$ cat src/rtl/spi_inst_rx.sv
// SPI-style serial word receiver with a small output FIFO and sticky error flags.
// Optional accepted-word counter is enabled by defining SPI_INST_RX_WORD_COUNT_EN.
module spi_inst_rx #(
    parameter int DATA_WIDTH = 32,
    parameter int FIFO_DEPTH = 4
) (
    input  logic                  clk_i,
    input  logic                  rst_ni,
    input  logic                  spi_ss,
    input  logic                  spi_mosi,
    input  logic                  clr_i,
    output logic [DATA_WIDTH-1:0] rx_data_o,
    output logic                  rx_valid_o,
    input  logic                  rx_ready_i,
    output logic                  busy_o,
    output logic                  overflow_o,
    output logic                  frame_err_o,
    output logic [15:0]           word_count_o
);

    localparam int CNT_W = (DATA_WIDTH > 2) ? $clog2(DATA_WIDTH) : 1;
    localparam int PTR_W = $clog2(FIFO_DEPTH);
    localparam logic [CNT_W-1:0] LAST_BIT = CNT_W'(DATA_WIDTH - 1);
    localparam logic [PTR_W:0]   FULL_CNT = (PTR_W + 1)'(FIFO_DEPTH);

    typedef enum logic [1:0] {
        IDLE  = 2'd0,
        SHIFT = 2'd1,
        GAP   = 2'd2
    } state_t;

    state_t                  state_q;
    logic [CNT_W-1:0]        bit_cnt_q;
    logic [DATA_WIDTH-2:0]   shift_q;
    logic                    busy_q;
    logic [DATA_WIDTH-1:0]   shift_d;

    logic [DATA_WIDTH-1:0]   mem_q [FIFO_DEPTH];
    logic [PTR_W-1:0]        wr_ptr_q;
    logic [PTR_W-1:0]        rd_ptr_q;
    logic [PTR_W:0]          count_q;
    logic [PTR_W:0]          count_d;
    logic                    overflow_q;
    logic                    overflow_d;
    logic                    frame_err_q;
    logic                    frame_err_d;

    logic                    push_word;
    logic                    push_ok;
    logic                    drop;
    logic                    pop;
    logic                    full;
    logic                    frame_abort;

    // The final bit bypasses the shift register and goes straight into the FIFO word.
    assign shift_d     = {shift_q, spi_mosi};
    assign push_word   = (state_q == SHIFT) && !spi_ss && (bit_cnt_q == LAST_BIT);
    assign frame_abort = (state_q == SHIFT) && spi_ss && (bit_cnt_q != '0);
    assign full        = (count_q == FULL_CNT);
    assign pop         = (count_q != '0) && rx_ready_i;
    assign push_ok     = push_word && (!full || pop);
    assign drop        = push_word && full && !pop;

    always_ff @(posedge clk_i or negedge rst_ni) begin
        if (!rst_ni) begin
            state_q   <= IDLE;
            bit_cnt_q <= '0;
            shift_q   <= '0;
            busy_q    <= 1'b0;
        end else begin
            case (state_q)
                IDLE: begin
                    if (!spi_ss) begin
                        state_q   <= SHIFT;
                        bit_cnt_q <= '0;
                        busy_q    <= 1'b1;
                    end
                end
                SHIFT: begin
                    if (spi_ss) begin
                        state_q   <= IDLE;
                        bit_cnt_q <= '0;
                        busy_q    <= 1'b0;
                    end else begin
                        shift_q <= shift_d[DATA_WIDTH-2:0];
                        if (bit_cnt_q == LAST_BIT) begin
                            state_q   <= GAP;
                            bit_cnt_q <= '0;
                        end else begin
                            bit_cnt_q <= bit_cnt_q + CNT_W'(1);
                        end
                    end
                end
                GAP: begin
                    bit_cnt_q <= '0;
                    if (spi_ss) begin
                        state_q <= IDLE;
                        busy_q  <= 1'b0;
                    end else begin
                        state_q <= SHIFT;
                    end
                end
                default: begin
                    state_q   <= IDLE;
                    bit_cnt_q <= '0;
                    busy_q    <= 1'b0;
                end
            endcase
        end
    end

    // A flag-setting event takes priority over a simultaneous clear.
    always_comb begin
        count_d     = count_q;
        overflow_d  = overflow_q;
        frame_err_d = frame_err_q;
        if (push_ok && !pop) begin
            count_d = count_q + (PTR_W + 1)'(1);
        end else if (!push_ok && pop) begin
            count_d = count_q - (PTR_W + 1)'(1);
        end
        if (drop) begin
            overflow_d = 1'b1;
        end else if (clr_i) begin
            overflow_d = 1'b0;
        end
        if (frame_abort) begin
            frame_err_d = 1'b1;
        end else if (clr_i) begin
            frame_err_d = 1'b0;
        end
    end

    always_ff @(posedge clk_i or negedge rst_ni) begin
        if (!rst_ni) begin
            wr_ptr_q    <= '0;
            rd_ptr_q    <= '0;
            count_q     <= '0;
            overflow_q  <= 1'b0;
            frame_err_q <= 1'b0;
        end else begin
            if (push_ok) begin
                wr_ptr_q <= wr_ptr_q + PTR_W'(1);
            end
            if (pop) begin
                rd_ptr_q <= rd_ptr_q + PTR_W'(1);
            end
            count_q     <= count_d;
            overflow_q  <= overflow_d;
            frame_err_q <= frame_err_d;
        end
    end

    always_ff @(posedge clk_i) begin
        if (push_ok) begin
            mem_q[wr_ptr_q] <= shift_d;
        end
    end

    assign rx_valid_o  = (count_q != '0);
    assign rx_data_o   = rx_valid_o ? mem_q[rd_ptr_q] : '0;
    assign busy_o      = busy_q;
    assign overflow_o  = overflow_q;
    assign frame_err_o = frame_err_q;

`ifdef SPI_INST_RX_WORD_COUNT_EN
    logic [15:0] word_cnt_q;

    always_ff @(posedge clk_i or negedge rst_ni) begin
        if (!rst_ni) begin
            word_cnt_q <= '0;
        end else if (push_ok && (word_cnt_q != 16'hFFFF)) begin
            word_cnt_q <= word_cnt_q + 16'd1;
        end
    end

    assign word_count_o = word_cnt_q;
`else
    assign word_count_o = 16'h0000;
`endif

endmodule

$ cat config.mk
export PLATFORM = sky130hd
export DESIGN_NAME = spi_inst_rx
export DESIGN_NICKNAME = d
export VERILOG_FILES = /design/src/rtl/spi_inst_rx.sv
export SDC_FILE = /design/constraint.sdc
export NUM_CORES = 1
export LEC_CHECK = 0
export CAP_MARGIN = 20
export CORE_ASPECT_RATIO = 1.1
export CORE_MARGIN = 2
export CORE_UTILIZATION = 35
export CTS_BUF_LIST = sky130_fd_sc_hd__clkbuf_16
export DETAILED_ROUTE_END_ITERATION = 10
export DONT_BUFFER_PORTS = 1
export MAX_ROUTING_LAYER = met4
export PLACE_DENSITY = 0.52
export SLEW_MARGIN = 20
export SYNTH_ARGS = -nofsm -noshare
export SYNTH_HDL_FRONTEND = slang
export SYNTH_SLANG_ARGS = --single-unit
$ cat constraint.sdc
create_clock -name clk_i -period 6.9 [get_ports clk_i]
set_input_delay 2.07 -clock clk_i [delete_from_list [all_inputs] [get_ports clk_i]]
set_output_delay 2.07 -clock clk_i [all_outputs]
set_load 0.005 [all_outputs]
; Yosys cells after proc, flatten, opt, wreduce, memory -nomap -nowiden
; Memories as Yosys holds them, arrays and structs flattened.
; Index checks and enable logic that the tools add are counted.
[totals]
regBits = 48
ramBits = 128
inputBits = 6
out_inout_bits = 52
wordCells = 68
n_memories = 1
[classes]
n_addsub = 5
eq_ne = 7
n_mux = 20
bitwise_logic = 1
reduce_logical = 25
[mem_list]
columns = name, words, word_bits, read_ports, rd_ports_with_merged_regs, wr, line
row1 = mem_q, 4, 32, 1, 0, 1, 38  ; logic [DATA_WIDTH-1:0] mem_q [FIFO_DEPTH];
[op_table]
columns = cell, n
row1 = 32-bit two-way mux, 1
row2 = 5-bit two-way mux, 3
row3 = 1-bit logical AND, 10
row4 = 5-bit one-hot mux with 2 select lines, 1
row5 = 1-bit two-way mux, 8
row6 = 2-bit two-way mux, 3
row7 = 3-bit two-way mux, 2
row8 = 2-bit one-hot mux with 3 select lines, 1
row9 = 2-bit AND reduction, 3
row10 = 2-bit nonzero test, 3
row11 = "5-bit by 1-bit adder with 5-bit output, second input constant", 1
row12 = "5-bit == test, second input constant", 1
row13 = 5-bit nonzero test, 1
row14 = "2-bit by 1-bit adder with 2-bit output, second input constant", 2
row15 = 1-bit logical NOT, 4
row16 = "3-bit by 1-bit adder with 3-bit output, second input constant", 1
row17 = "3-bit == test, second input constant", 1
row18 = "3-bit by 2-bit inequality test with 1-bit output, second input constant", 1
row19 = 3-bit nonzero test, 1
row20 = "3-bit by 1-bit subtractor with 3-bit output, second input constant", 1
row21 = "2-bit by 1-bit == test with 1-bit output, second input constant", 1
row22 = "2-bit == test, second input constant", 1
row23 = 2-bit logical NOT, 1
row24 = "2-bit by 1-bit inequality test with 1-bit output, second input constant", 1
row25 = other kinds (5), 5

; Longest topological paths before layout
; Gate-level depths: netlist of run 1.
[logic_depth]
word_depth = 8
mapped_depth = 11
depth_no_buf = 11

; Worst setup path after synthesis of run 1
; Ideal clock, no wire load.
[synth_timing]
path_type = input to register
start = input spi_ss
end = memory mem_q[0][0] (enable)
setup_time_ns = 0.392
arrival_time_ns = 3.272
required_time_ns = 6.508
path_slack_ns = 3.236
cell_stages = 3
n_path_buf = 0
path_cell_list = nand3b_1 > nor2_2 > and2_1
[synth_between]
elab_chain_cells = 6
[synth_rtl]
columns = item, line
row1 = from (decl), 9  ; input logic spi_ss,
row2 = 1-bit logical NOT, --
row3 = 1-bit logical AND (2 in a row), 57  ; assign push_word = (state_q == SHIFT) && !spi_ss && (bit_cnt_q == LAST_BIT);
row4 = 1-bit logical AND, 61  ; assign push_ok = push_word && (!full || pop);
row5 = 1-bit two-way mux, 155  ; if (push_ok) begin
row6 = 1-bit two-way mux (implied by the code), 156  ; mem_q[wr_ptr_q] <= shift_d;
row7 = to (decl), 38
; Every way passes these cells.

; Final worst setup path of run 1
[layout_timing]
start = register rd_ptr_q[0]
end = output rx_data_o[10]
[layout_between]
elab_chain_cells = 2
[layout_rtl]
columns = item, line
row1 = from (decl), 40  ; logic [PTR_W-1:0] rd_ptr_q;
row2 = from (signal assigned), 146  ; rd_ptr_q <= rd_ptr_q + PTR_W'(1);
row3 = memory read 4 x 32 bit, --
row4 = 32-bit two-way mux, 161  ; assign rx_data_o = rx_valid_o ? mem_q[rd_ptr_q] : '0;
row5 = to (decl), 12  ; output logic [DATA_WIDTH-1:0] rx_data_o,
; Every way passes these cells.

==> run summary, run 1 <==
Commonest non-fill, non-tap cell in the layout -> edfxtp_1
Fin nets -> 400
Setup violators final -> 0
Detailed-route DRC error count -> 0
Fill cell count -> 1,828
Setup TNS -> 0 ns
Diodes inserted -> 0
WL/cell -> 19.2 µm
Largest area contributor in the netlist -> edfxtp_1
Vias in the first global route -> 3,411
Area growth syn-to-layout -> 11.5%
Worst R2R Setup Slack -> 4.07 ns
Syn avg cell area -> 19.0 µm²
Yosys warning count -> 0
CTS tree -> done
Crit path kind -> flop to primary output
Drt pass-1 iters -> 4
Yosys top cell area share -> 54.3%
Global-route usage over all layers -> 12.6%
Initial antenna violation count -> 0
Post-CTS Resized -> 0
Seq cells post-synth -> 176
Storage element area -> 5050 µm²
# hold bufs at CTS -> 0
Share of cells above drive strength 1 -> 27.7%
Worst-path clk slew -> 0.07 ns
Critical Path RT -> 4.83 ns
Critical Path Source Type -> flop
DIE WIDTH -> 140 µm
Placed Area -> 7280 µm²
Clk_skew -> 0.0106 ns
Clk_lat worst skew -> 0.43 ns
Crit Path Max Fanout -> 23
Max VDD drop -> 0.178 mV
CTS buffer count -> 17
Chip height -> 153 µm
Max clock buf depth -> 2
Antenna viol nets, final -> 0
Post-DP HPWL -> 7520 µm
IO buf count -> 0
Pwr Density -> 307 nW/µm²
Post-layout util -> 39.7%
GP Congestion -> 0.693
Initial drt markers -> 147
Initial Util -> 35.6%
CP Data Arrival Time -> 2.45 ns
Met2 usage -> 21.2%
Met1 usage -> 13.7%
Row cnt -> 54
Lkg Pwr -> 2.86 nW
GRT met3 Usage -> 4.26%
Final instance area -> 7880 µm²
Core Footprint -> 19,900 µm²
Full die area -> 21,400 µm²
R2R depth -> 7
Outcome -> completed
Worst r2r dst -> mem_q[1][25]
Final period util -> 65.4%
Worst-Margin Slew -> 0.867 ns
RSZ-0062 raised after global routing -> no
Slew Viols, Final -> 0
Rel. slew slack -> 42.2%
Total grt overflow -> 0
Sink Count -> 176
Unique cell type count in the Yosys netlist -> 34
Synthesized cell area -> 7070 µm²
Most frequent cells in the layout -> 128 x edfxtp_1, 47 x dfrtp_1, 37 x and2_1
DR vias/cell -> 4.84
First-pass GRT wire length -> 19,400 µm
Root Driver -> clkbuf_16
WL final -> 12,400 µm
Synth area leaders -> edfxtp_1 54%, dfrtp_1 17%, mux4_2 10%, mux2_2 5.1%, and2_1 3.3%
Peak Freq -> 0.221 GHz
Pin count of the biggest net entering global routing -> 49
Cells after synthesis -> 372
Max Cap Viol -> 0
Vias -> 3,127
CP Capture Point -> rx_data_o[10]
Crit. Startpoint -> rd_ptr_q[0]
Buffer count from post-CTS setup fixing -> 0
Minimum clock period -> 4.52 ns
Multi-input gate area -> 1830 µm²
Global-route layer with the greatest usage -> met2
Ys async rst share -> 27.3%
Ys flop type -> edfxtp_1
H-tree Lvls -> 4
Sequential fraction of the synthesis area -> 71.3%
Type of the tightest min-delay check -> flop to flop
Hold Vio Cnt, Final -> 0
Boundary Pins -> 58
EDFF count, synth -> 128
Critical R2R Launch -> bit_cnt_q[1]
CP Capture Type -> primary output
-- report_power, final --
part           internal (mW)  switching [mW]  total [mW]
clock                  0.546           0.418       0.964
combinational         0.0795          0.0676       0.147
sequential              1.23          0.0748        1.31
total                   1.86           0.560        2.42
-- worst min path at each step --
stage / from / slack (ns) / depth (start not counted) / end
2_1_floorplan: count_q[2] / 0.45 / 1 / count_q[2]
3_3_place_gp: count_q[2] / 0.47 / 1 / count_q[2]
3_5_place_dp: count_q[2] / 0.47 / 1 / count_q[2]
4_1_cts: count_q[2] / 0.49 / 1 / count_q[2]
5_1_grt: count_q[2] / 0.50 / 1 / count_q[2]
6_report: count_q[2] / 0.48 / 1 / count_q[2]
-- metrics by stage --
stage	worst slack (ns)	hold slack [ns]	cells	power (mW)
2_1_floorplan	3.24	0.448	387	1.43
3_3_place_gp	2.79	0.470	614	1.47
3_5_place_dp	2.74	0.474	614	1.48
4_1_cts	2.27	0.489	646	2.45
5_1_grt	2.17	0.499	646	2.51
6_report	2.38	0.483	646	2.42
-- kinds of logic after synthesis --
logic type,after synthesis,synth area share [%]
flip-flops,176,71.3
multiplexers,66,15.6
AO/OA/AOI/OAI,12,1.20
buffers and inverters,42,3.64
adder cells (fa/ha/maj),13,2.41
other,1,0.0530
XOR/XNOR,7,0.867
AND/OR/NAND/NOR,55,4.92
-- cells in the mapped netlist, drive strengths merged, types with 2 or more instances --
cell type / instances
a22o: 3
a32o: 2
and2: 37
buf: 28
clkbuf: 5
dfrtp: 48
edfxtp: 128
ha: 12
inv: 9
mux2: 33
mux4: 32
nand2: 5
nand3: 2
nor2: 3
o21ai: 5
or4b: 2
xnor2: 4
xor2: 3
-- cell type report --
| cell class | count | share of cell area [%] |
|---|---|---|
| Clock buffer | 17 | 5.40 |
| Clock inverter | 15 | 2.21 |
| Inverter | 9 | 0.429 |
| Multi-Input combinational cell | 169 | 23.2 |
| Sequential cell | 176 | 64.0 |
| Tap cell | 252 | 4.00 |
| Timing Repair Buffer | 8 | 0.762 |
-- per-layer routing --
layer	part of all wire (%)	wire, µm
met2	53	6590
met3	4.8	597
met1	40	4990
met4	1.6	197
met5	0	0
-- state kept, by name, indices dropped and copies added, names as in the netlist --
register     flops
wr_ptr_q         2
shift_q         31
frame_err_o      1
bit_cnt_q        5
rd_ptr_q         2
busy_o           1
overflow_o       1
count_q          3
mem_q          128
state_q          2
-- worst max-delay path, stage by stage, from the launching register on --
cell and delay [ns]:
dfrtp_2 0.90, buf_4 0.39, mux4_2 0.54, and2_1 0.18
Note: power is estimated with default switching activity, not from simulation.
==> run 2, diff against run 1 <==
- clock period: 6.9 -> 4.2 ns (I/O delays scaled with it)
==> run summary, run 2 (synthesis gave the netlist of run 1 again) <==
Chip height -> 153 µm (unchanged)
Area growth syn-to-layout -> 12.1% (was 11.5%)
Boundary Pins -> 58 (unchanged)
Sw Pwr -> 875 µW (was 560 µW)
Critical Path Source Type -> flop (unchanged)
Peak Freq -> 0.301 GHz
Type of the tightest min-delay check -> flop to flop (unchanged)
Crit path kind -> flop to primary output (unchanged)
Max clock buf depth -> 2 (unchanged)
Root Driver -> clkbuf_16 (unchanged)
Setup violators final -> 0 (unchanged)
Pin count of the biggest net entering global routing -> 49 (unchanged)
Initial Util -> 35.6% (unchanged)
RSZ-0062 raised after global routing -> no (unchanged)
Hold Vio Cnt, Final -> 0 (unchanged)
Slew Viols, Final -> 0 (unchanged)
Core Footprint -> 19,900 µm² (unchanged)
Max stage delay on crit path -> 0.60 ns (was 0.90 ns)
Rel. slew slack -> 50.6% (was 42.2%)
Vias -> 3,139 (was 3,127)
Row cnt -> 54 (unchanged)
Share of cells above drive strength 1 -> 27.1% (was 27.7%)
Max Cap Viol -> 0 (unchanged)
Largest register by flop count -> mem_q (unchanged)
Reg power frac -> 54.9% (was 54.0%)
Global-route usage over all layers -> 12.6% (about the same)
Most frequent cells in the layout -> 128 x edfxtp_1, 47 x dfrtp_1, 37 x and2_1 (unchanged)
H-tree Lvls -> 4 (unchanged)
Detailed-route DRC error count -> 0 (unchanged)
Vias in the first global route -> 3,350 (was 3,411)
Fin nets -> 401 (was 400)
WL final -> 12,300 µm (was 12,400 µm)
Antenna viol nets, final -> 0 (unchanged)
Crit path cell chain -> buf_12, mux4_2, and2_1 (was buf_4, mux4_2, and2_1)
Max reg flops -> 128 (unchanged)
Logic pwr share -> 6.3% (was 6.1%)
Initial antenna violation count -> 0 (unchanged)
WL/cell -> 19.1 µm (was 19.2 µm)
Crit path max-delay cell type -> dfrtp_2 (unchanged)
Clk_lat worst skew -> 0.42 ns (was 0.43 ns)
CP Capture Type -> primary output (unchanged)
CTS tree -> done (unchanged)
# hold bufs at CTS -> 0 (unchanged)
Commonest non-fill, non-tap cell in the layout -> edfxtp_1 (unchanged)
Clk pwr share -> 38.7% (was 39.9%)
CTS buffer count -> 17 (unchanged)
Diodes inserted -> 0 (unchanged)
Cell Int Power -> 3.03 mW (was 1.86 mW)
First-pass GRT wire length -> 19,800 µm (was 19,400 µm)
Critical Path RT -> 2.94 ns (was 4.83 ns)
Post-CTS Resized -> 0 (unchanged)
Pwr Density -> 493 nW/µm² (was 307 nW/µm²)
Setup ws final -> 0.874 ns (was 2.38 ns)
Worst Hold Slack -> 0.480 ns (was 0.483 ns)
Minimum clock period -> 3.33 ns
Worst-path clk slew -> 0.07 ns (about the same)
Crit-path leading delay family -> flip-flops (unchanged)
DIE WIDTH -> 140 µm (unchanged)
Biggest regs -> mem_q: 128 flops, shift_q: 31 flops, bit_cnt_q: 5 flops (unchanged)
Total grt overflow -> 0 (unchanged)
Full die area -> 21,400 µm² (unchanged)
Net Sw Frac -> 22.4% (was 23.2%)
GP Congestion -> 0.708 (was 0.693)
Lkg Pwr -> 2.86 nW (about the same)
Max VDD drop -> 0.280 mV (was 0.178 mV)
Initial drt markers -> 210 (was 147)
Post-DP HPWL -> 7450 µm (was 7520 µm)
Setup TNS -> 0 ns (unchanged)
Crit Path Max Fanout -> 25 (was 23)
Final period util -> 79.2%
Drt pass-1 iters -> 4 (unchanged)
Worst-Margin Slew -> 0.737 ns (was 0.867 ns)
Buffer count from post-CTS setup fixing -> 0 (unchanged)
IO buf count -> 0 (unchanged)
CP Data Arrival Time -> 2.07 ns (was 2.45 ns)
DP Worst Slack -> 1.25 ns (was 2.74 ns)
Clk_skew -> 0.00930 ns (was 0.0106 ns)
DR vias/cell -> 4.85 (was 4.84)
Sink Count -> 176 (unchanged)
CP bufs+invs -> 1 (unchanged)
Outcome -> completed (unchanged)
==> run 2: cell types whose count changed in the layout (fill, tap and decap cells not counted), sizes merged <==
| cell | delta |
|---|---|
| buf | +1 |
| clkinvlp | +2 |
| inv | -4 |
| clkinv | +2 |
==> run 2: power by group through the flow <==
stage | sequential (mW) | combinational (mW) | clock, mW
floorplan | 2.14 | 0.219 | 0
global placement | 2.18 | 0.248 | 0
detailed placement | 2.19 | 0.252 | 0
CTS | 2.15 | 0.253 | 1.55
global route | 2.17 | 0.276 | 1.63
finish | 2.15 | 0.247 | 1.51
==> run 2: final cells by class <==
class	count	area (µm²)
clock buffer	17	425
tap	252	315
fill	1818	11900
sequential	176	5050
clock inverter	15	146
multi-input combinational	169	1830
inverter	9	33.8
timing repair buffer	9	130
==> run 2: path summary, 6_finish.rpt <==
check                       startpoint       endpoint  slack [ns]  cells after the start
max                        rd_ptr_q[0]  rx_data_o[21]        0.87                      3
min                         count_q[2]     count_q[2]        0.48                      1
max reg2reg                 count_q[0]     count_q[2]        1.48                      9
min reg2reg                 count_q[2]     count_q[2]        0.48                      1
max in group asynchronous       rst_ni    shift_q[12]        3.56                      0
min in group asynchronous       rst_ni    frame_err_o        0.53                      0
==> run 2: metal layers <==
layer  global-route usage (%)  part of all wire, %  vias up
li1                         -                    -     1406
met1                     15.7                   44     1672
met2                     19.5                   50       50
met3                     4.64                  5.3       11
met4                     3.71                  1.1        0
met5                        -                    0        -
==> run 2: per-stage QoR <==
stage	power [mW]	utilization, %	instances	cell area, µm²
6_report	3.91	39.9	647	7930
5_1_grt	4.08	39.9	647	7930
4_1_cts	3.95	39.9	647	7930
3_5_place_dp	2.44	37.0	615	7350
3_3_place_gp	2.42	37.0	615	7350
2_1_floorplan	2.35	-	387	7130
